### config.mk
export PLATFORM = sky130hd
export DESIGN_NAME = if_fetch_stage
export DESIGN_NICKNAME = d
export VERILOG_FILES = /design/src/rtl/if_fetch_stage.sv
export SDC_FILE = /design/constraint.sdc
export NUM_CORES = 1
export LEC_CHECK = 0
export ABC_AREA = 1
export BUFFER_PORTS_ARGS = -buffer_cell sky130_fd_sc_hd__buf_2
export CAP_MARGIN = 5
export CORE_ASPECT_RATIO = 2
export CORE_MARGIN = 2
export CORE_UTILIZATION = 39
export CTS_CLUSTER_DIAMETER = 40
export DETAILED_ROUTE_END_ITERATION = 12
export MAX_ROUTING_LAYER = met4
export SETUP_SLACK_MARGIN = 0.4
export SLEW_MARGIN = 40
export SYNTH_ARGS = -nofsm -noshare
export SYNTH_HDL_FRONTEND = slang
export SYNTH_SLANG_ARGS = --single-unit
### constraint.sdc
create_clock -name clk -period 3.7 [get_ports clk]
set_input_delay 1.11 -clock clk [delete_from_list [all_inputs] [get_ports clk]]
set_output_delay 1.11 -clock clk [all_outputs]
set_load 0.01 [all_outputs]
### src/rtl/if_fetch_stage.sv
// if_fetch_stage: owns the PC, fetches words from imem over req/ack and buffers
// {pc, instruction} pairs for decode behind a valid/ready handshake.
// Decode's redirect (pc_src_i) and halt (pc_wre_i == 0) act only when an entry is accepted.
// Optional macro IF_BYPASS_EN: with an empty buffer, an ack in RUN is presented to
// decode in the same cycle. If decode takes it, the entry is never written to the buffer.
module if_fetch_stage #(
    parameter logic [31:0] RESET_PC   = 32'h0000_0000,
    parameter int unsigned FIFO_DEPTH = 2
) (
    input  logic        clk,
    input  logic        rst,
    input  logic        pc_src_i,
    input  logic        pc_wre_i,
    input  logic [31:0] branch_addr_i,
    output logic        imem_req_o,
    output logic [31:0] imem_addr_o,
    input  logic        imem_ack_i,
    input  logic [31:0] imem_rdata_i,
    output logic        id_valid_o,
    input  logic        id_ready_i,
    output logic [31:0] pc_o,
    output logic [31:0] instruction_o
);

    localparam int unsigned CW = $clog2(FIFO_DEPTH + 1);

    typedef enum logic [1:0] {
        RUN  = 2'd0,
        DROP = 2'd1,
        HALT = 2'd2
    } state_t;

    state_t        state_q, state_n;
    logic [31:0]   fetch_pc_q, fetch_pc_n;
    logic [CW-1:0] count_q, count_n;
    logic          valid_q;
    logic          req_q, req_n;
    logic [31:0]   addr_q, addr_n;

    // Shift-register buffer: entry 0 is always the head shown to decode.
    logic [31:0]   pc_mem_q  [FIFO_DEPTH];
    logic [31:0]   ins_mem_q [FIFO_DEPTH];
    logic [31:0]   pc_mem_n  [FIFO_DEPTH];
    logic [31:0]   ins_mem_n [FIFO_DEPTH];

    logic          ack;
    logic          bypass;
    logic          fire;
    logic          pop;
    logic          push;
    logic          halt_fire;
    logic          redir_fire;
    logic          flush;
    logic [CW-1:0] widx;

    // Handshake decode, next-state and buffer update.
    always_comb begin
        ack        = req_q & imem_ack_i;
`ifdef IF_BYPASS_EN
        bypass     = (state_q == RUN) && (count_q == '0) && ack;
`else
        bypass     = 1'b0;
`endif
        fire       = (valid_q | bypass) & id_ready_i;
        pop        = valid_q & id_ready_i;
        halt_fire  = fire & ~pc_wre_i;
        redir_fire = fire & pc_wre_i & pc_src_i;
        flush      = halt_fire | redir_fire;
        // A bypassed entry taken by decode is never written to the buffer.
        push       = ack && (state_q == RUN) && !(bypass && id_ready_i) && !flush;
        widx       = count_q - CW'(pop);

        pc_mem_n   = pc_mem_q;
        ins_mem_n  = ins_mem_q;
        if (pop) begin
            for (int i = 0; i < int'(FIFO_DEPTH) - 1; i++) begin
                pc_mem_n[i]  = pc_mem_q[i + 1];
                ins_mem_n[i] = ins_mem_q[i + 1];
            end
        end
        for (int i = 0; i < int'(FIFO_DEPTH); i++) begin
            if (push && (widx == CW'(i))) begin
                pc_mem_n[i]  = addr_q;
                ins_mem_n[i] = imem_rdata_i;
            end
        end

        if (flush) begin
            count_n = '0;
        end else begin
            count_n = count_q + CW'(push) - CW'(pop);
        end

        state_n    = state_q;
        fetch_pc_n = fetch_pc_q;
        if (ack && (state_q == RUN)) begin
            fetch_pc_n = fetch_pc_q + 32'd4;
        end
        if ((state_q == DROP) && ack) begin
            state_n = RUN;
        end
        if (redir_fire) begin
            fetch_pc_n = {branch_addr_i[31:2], 2'b00};
            // A request still in flight must be drained before fetching from the target.
            state_n    = (req_q && !ack) ? DROP : RUN;
        end
        if (halt_fire) begin
            state_n = HALT;
        end

        // One request in flight; it is held until acked. Otherwise issue only if the
        // buffer will still have room when the data returns.
        req_n  = 1'b0;
        addr_n = addr_q;
        if (req_q && !ack) begin
            req_n = 1'b1;
        end else if ((state_n == RUN) && (count_n < CW'(FIFO_DEPTH))) begin
            req_n  = 1'b1;
            addr_n = fetch_pc_n;
        end
    end

    // State, PC, request and buffer registers.
    always_ff @(posedge clk) begin
        if (rst) begin
            state_q    <= RUN;
            fetch_pc_q <= {RESET_PC[31:2], 2'b00};
            count_q    <= '0;
            valid_q    <= 1'b0;
            req_q      <= 1'b0;
            addr_q     <= '0;
            for (int i = 0; i < int'(FIFO_DEPTH); i++) begin
                pc_mem_q[i]  <= '0;
                ins_mem_q[i] <= '0;
            end
        end else begin
            state_q    <= state_n;
            fetch_pc_q <= fetch_pc_n;
            count_q    <= count_n;
            valid_q    <= (count_n != '0);
            req_q      <= req_n;
            addr_q     <= addr_n;
            for (int i = 0; i < int'(FIFO_DEPTH); i++) begin
                pc_mem_q[i]  <= pc_mem_n[i];
                ins_mem_q[i] <= ins_mem_n[i];
            end
        end
    end

    assign imem_req_o  = req_q;
    assign imem_addr_o = addr_q;

`ifdef IF_BYPASS_EN
    assign id_valid_o    = valid_q | bypass;
    assign pc_o          = bypass ? addr_q : pc_mem_q[0];
    assign instruction_o = bypass ? imem_rdata_i : ins_mem_q[0];
`else
    assign id_valid_o    = valid_q;
    assign pc_o          = pc_mem_q[0];
    assign instruction_o = ins_mem_q[0];
`endif

endmodule

* Yosys cells after proc, flatten, opt, wreduce, memory -nomap -nowiden *
Cells that the tools add are included.

operators by class
  add/subtract/negate cells = 4
  $mul = 0
  divide/modulo/power cells = 0
  order comparisons = 1
  equal/unequal tests = 2
  shift operators = 0
  muxes and demuxes = 13
  bitwise operators = 8
  reduce and logical (&&, ||, !) cells = 15

operators with widths
  cell                                                              number
  32-bit 2-to-1 mux                                                 6
  32-bit by 3-bit adder with 32-bit output (second input constant)  1
  2-bit 2-to-1 mux                                                  4
  1-bit logical AND                                                 7
  2-bit zero test                                                   3
  1-bit bitwise AND                                                 5
  2-bit by 1-bit == test with 1-bit output (second input constant)  2
  2-bit nonzero test                                                2
  2-bit by 1-bit subtractor with 2-bit output                       2
  1-bit 2-to-1 mux                                                  3
  2-bit by 1-bit adder with 2-bit output                            1
  1-bit zero test                                                   2
  2-bit less-than comparator (second input constant)                1
  1-bit inverter                                                    2
  2-bit AND reduction                                               1
  1-bit bitwise OR                                                  1

word-level totals
  register bits after elaboration = 198
  latch bits = 0
  bits in writable memories = 0
  ROM bits = 0
  input bits = 70
  output and inout port bits = 98
  word-level logic and storage cells = 53
  memories = 0

* Depth between registers and ports, before layout *
  word-level depth = 13
  gate-level depth with buffers = 21
  depth with buffers taken out = 18

* Worst setup path before layout *
OpenSTA, ideal clock, no wires.

  path kind = input-to-reg
  from = input id_ready_i
  to = register addr_q[17] (netlist: imem_addr_o[17])
  library setup time = 0.109 ns
  data arrival time = 3.340 ns
  data required time = 3.591 ns
  path slack = 0.251 ns
  cell stages on the path = 20
  path buffers = 3
  cells stage by stage = nand2_2 nor2_2 nor2_2 inv_2 nor2_2 inv_2 buf_2 buf_2 ha_1 inv_1 ha_1 xnor2_1 nand2_1 nand3_1 nand3_1 nor2_2 buf_2 nand3_1 nand2_1 inv_1

between the ends
  word-level cells in the longest chain between the ends = 12
  elaborated cells between the ends (all ways) = 17
  classes of those cells = add/sub: 2; order compare: 1; mux: 4; bitwise: 5; reduce/logical: 5

ends and longest elaborated chain
  item                                         line    text
  start, declared                              20      input logic id_ready_i,
  1-bit bitwise AND *                          64, 65
  1-bit bitwise AND (2 in a row)               67      redir_fire = fire & pc_wre_i & pc_src_i;
  1-bit bitwise OR                             68      flush = halt_fire | redir_fire;
  1-bit zero test                              70      push = ack && (state_q == RUN) && !(bypass && id_ready_i) && !flush;
  1-bit logical AND                            70
  2-bit by 1-bit adder with 2-bit output       91      count_n = count_q + CW'(push) - CW'(pop);
  2-bit by 1-bit subtractor with 2-bit output  91
  2-bit 2-to-1 mux                             88      if (flush) begin
  2-bit less-than comparator                   117     end else if ((state_n == RUN) && (count_n < CW'(FIFO_DEPTH))) begin
  1-bit logical AND                            117
  2-bit AND reduction (no line)                --
  end signal, assigned                         142     addr_q <= addr_n;
  end, declared                                38      logic [31:0] addr_q, addr_n;

Mark *: on every way between the ends. The rest lies on a longest branch, timed or not.
A chain may end at the register's enable or synchronous reset.

* Final worst setup path *
  from = input id_ready_i
  to = register addr_q[24] (netlist: imem_addr_o[24])

Same word-level chain as after synthesis.

==> impl_metrics.ini <==
[sta]
slew_violations = 0
rsz0062_at_grt = no
finalHoldViolCount = 0
max_freq_ghz = 0.329
final-setup-viol-count = 0
final.min_clock_period_ns = 3.04
clock_skew_ns = 0.00762
relSlewSlack_pct = 48.5
worst_slew_pin_slew_ns = 0.772
finalSetupTns_ns = 0
fin_crit_sh_pct = 82.2

[power_and_ir_drop]
p_leak_nw = 4.82
peakVddDrop_mv = 0.392
power_w = 0.00700
p_per_area_mw_per_mm2 = 677

[floorplanning]
coreArea_mm2 = 0.0232
start_util_pct = 39.6
io_pins = 168
rows = 79
fp.dieW_um = 113
die_area_mm2 = 0.0249
chipHeight_um = 221

[clock_network]
clock_path_buffers = 2
insertion_delay_ns = 0.44
clkTransAtPathRegs_ns = 0.07
cts_tree = yes
root_buffer = clkbuf_16
h-tree-depth = 4
clock-sinks = 198
ctsHoldBuffers = 0
numCtsBuffers = 17
post_cts_buffers = 0
ctsResizeCount = 0

[global_routing]
track_usage_pct = 21.3
grt_pass1_vias = 8194
grt_pass1_wl_mm = 41.2
overflow = 0
grt_max_degree = 145
antenna_found_initial = 1

[logic_synthesis]
synthTopCellsByArea = dfxtp_1 43%, nand2_1 13%, nor2_1 7.7%
synth_common_cells = 314 x nand2_1, 198 x dfxtp_1, 189 x nor2_1
synthDistinctLibCells = 31
synth_nets = 1413
synth_ff_type = dfxtp_1
async_reset_ff_share_pct = 0
yosys.area.top_type = dfxtp_1
synth-edff-count = 0
yosys_warnings = 0
synth.avg_cell_area_um2 = 6.88
syn-cell-area_mm2 = 0.00921
ys_seq_area_share_pct = 43.0
synthesis.instances = 1339
synth_seq_cells = 198
yosysTopAreaCellShare_pct = 43.0
synth_most_common_cell = nand2_1

[worst_setup_path]
path_cells = buf_2 > nand2_4 > nor2_2 > nor2_4 > inv_2 > nor2_4 > inv_2 > ha_1 > inv_1 > ha_1 > xnor2_1 > nand2_1 > nand3_2 > nand3_2 > nor2_4 > buf_4 > nand3_1 > nand2_1 > inv_1
crit_required_ns = 4.05
crit_fanout = 18
criticalPathCategory = primary input to flop
arrival_ns = 3.39
end_kind = flop
crit_top_cell = nor2_4
critPathLaunchType = primary input
max_stage_delay_ns = 0.26
r2r_cells = 18
critPathSlowestCell = ha_1

[job]
cap_violations = 0

[routing]
vias = 8530
drt_wl_total_mm = 25.8
drc = 0
wl_per_cell_um = 15.2
drt_iter0_markers = 632
vias_per_cell = 5.03
ant_nets = 0
dr.pass1.iters = 5

[place]
dp_hpwl_mm = 17.0
port_buffers = 165
place.gp.congestion = 0.891
placed_area_mm2 = 0.00976

[cells_and_area]
area_growth_pct = 12.3
final_cell_area_mm2 = 0.0103
drive_gt1_share_pct = 17.0
nNetsFinal = 1472

[hold_path]
hold_depth = 2
hold_class = flop to flop

[outcome]
status = complete, no violations
[path summary, 6_finish.rpt]
kind,slack (ns),to,start
worst max-delay path,0.66,imem_addr_o[24]$_SDFFE_PP0P_,id_ready_i
worst min-delay path,0.44,fetch_pc_q[1]$_SDFF_PP0_,fetch_pc_q[1]$_SDFF_PP0_
worst max register to register,1.08,imem_addr_o[24]$_SDFFE_PP0P_,id_valid_o$_SDFF_PP0_
worst min register to register,0.44,fetch_pc_q[1]$_SDFF_PP0_,fetch_pc_q[1]$_SDFF_PP0_
[layer usage]
metal  up-vias  track usage [%]  routed length [um]
met3        56             3.92                 959
li1       4338                -                   -
met1      3911             22.9               10500
met5         -                -                   0
met4         0             10.9                1130
met2       225             37.0               13200
[final cells by class]
class,count,area (um2)
clock buffer,19,433
clock inverter,13,149
inverter,91,343
tap,283,354
fill,2485,12900
sequential,198,3960
timing repair buffer,183,998
multi-input combinational,907,4100
antenna,1,2.50
[registers in the layout, summed over array words and instances, names as in the netlist]
register and flops:
state_q 2, imem_addr_o 32, id_valid_o 1, imem_req_o 1, instruction_o 32, count_q 2
ins_mem_q 32, pc_o 32, pc_mem_q 32, fetch_pc_q 32
[per-stage QoR]
| stage | std cells | hold slack (ns) | utilization (%) | setup slack, ns |
|---|---|---|---|---|
| after floorplan | 1339 | 0.419 | - | 0.419 |
| after global placement | 1662 | 0.430 | 42.0 | 0.233 |
| after detailed placement | 1662 | 0.431 | 42.0 | 0.185 |
| after CTS | 1694 | 0.443 | 44.5 | 0.646 |
| after global routing | 1695 | 0.462 | 44.5 | 0.486 |
| final | 1695 | 0.441 | 44.5 | 0.659 |
[report_power, final]
group          internal (W)  switching (W)  leakage (nW)  total, W
logic              0.000773        0.00150          2.94   0.00228
clock network       0.00101       0.000873         0.268   0.00188
registers           0.00257       0.000278          1.61   0.00284
total               0.00434        0.00266          4.82   0.00700
[cell usage in the layout (no fill, tap or decap), types with 17 or more instances in the layout]
cell type	count
buf_2	165
a21oi_1	83
dfxtp_1	198
o21ai_1	18
nand2_1	312
nor2_1	188
clkbuf_16	17
inv_1	85
o21ai_0	132
nand3_1	64
nor3_1	51
[worst max-delay path, delay by kind of cell]
family / cells / cell delay, ns
buffers and inverters: 6 / 0.57
adder cells (fa/ha/maj): 2 / 0.44
AND/OR/NAND/NOR: 10 / 1.03
XOR/XNOR: 1 / 0.21
[kinds of logic (layout without fill, tap and decap cells)]
| kind of cell | count (synthesis) | count (layout) | synth area share [%] |
|---|---|---|---|
| flip-flops | 198 | 198 | 43.0 |
| AO/OA/AOI/OAI | 242 | 242 | 13.4 |
| other | 0 | 1 | 0 |
| AND/OR/NAND/NOR | 650 | 650 | 29.0 |
| buffers and inverters | 234 | 306 | 12.9 |
| XOR/XNOR | 11 | 11 | 1.05 |
| adder cells (fa/ha/maj) | 4 | 4 | 0.544 |
(Power assumes the default switching activity.)
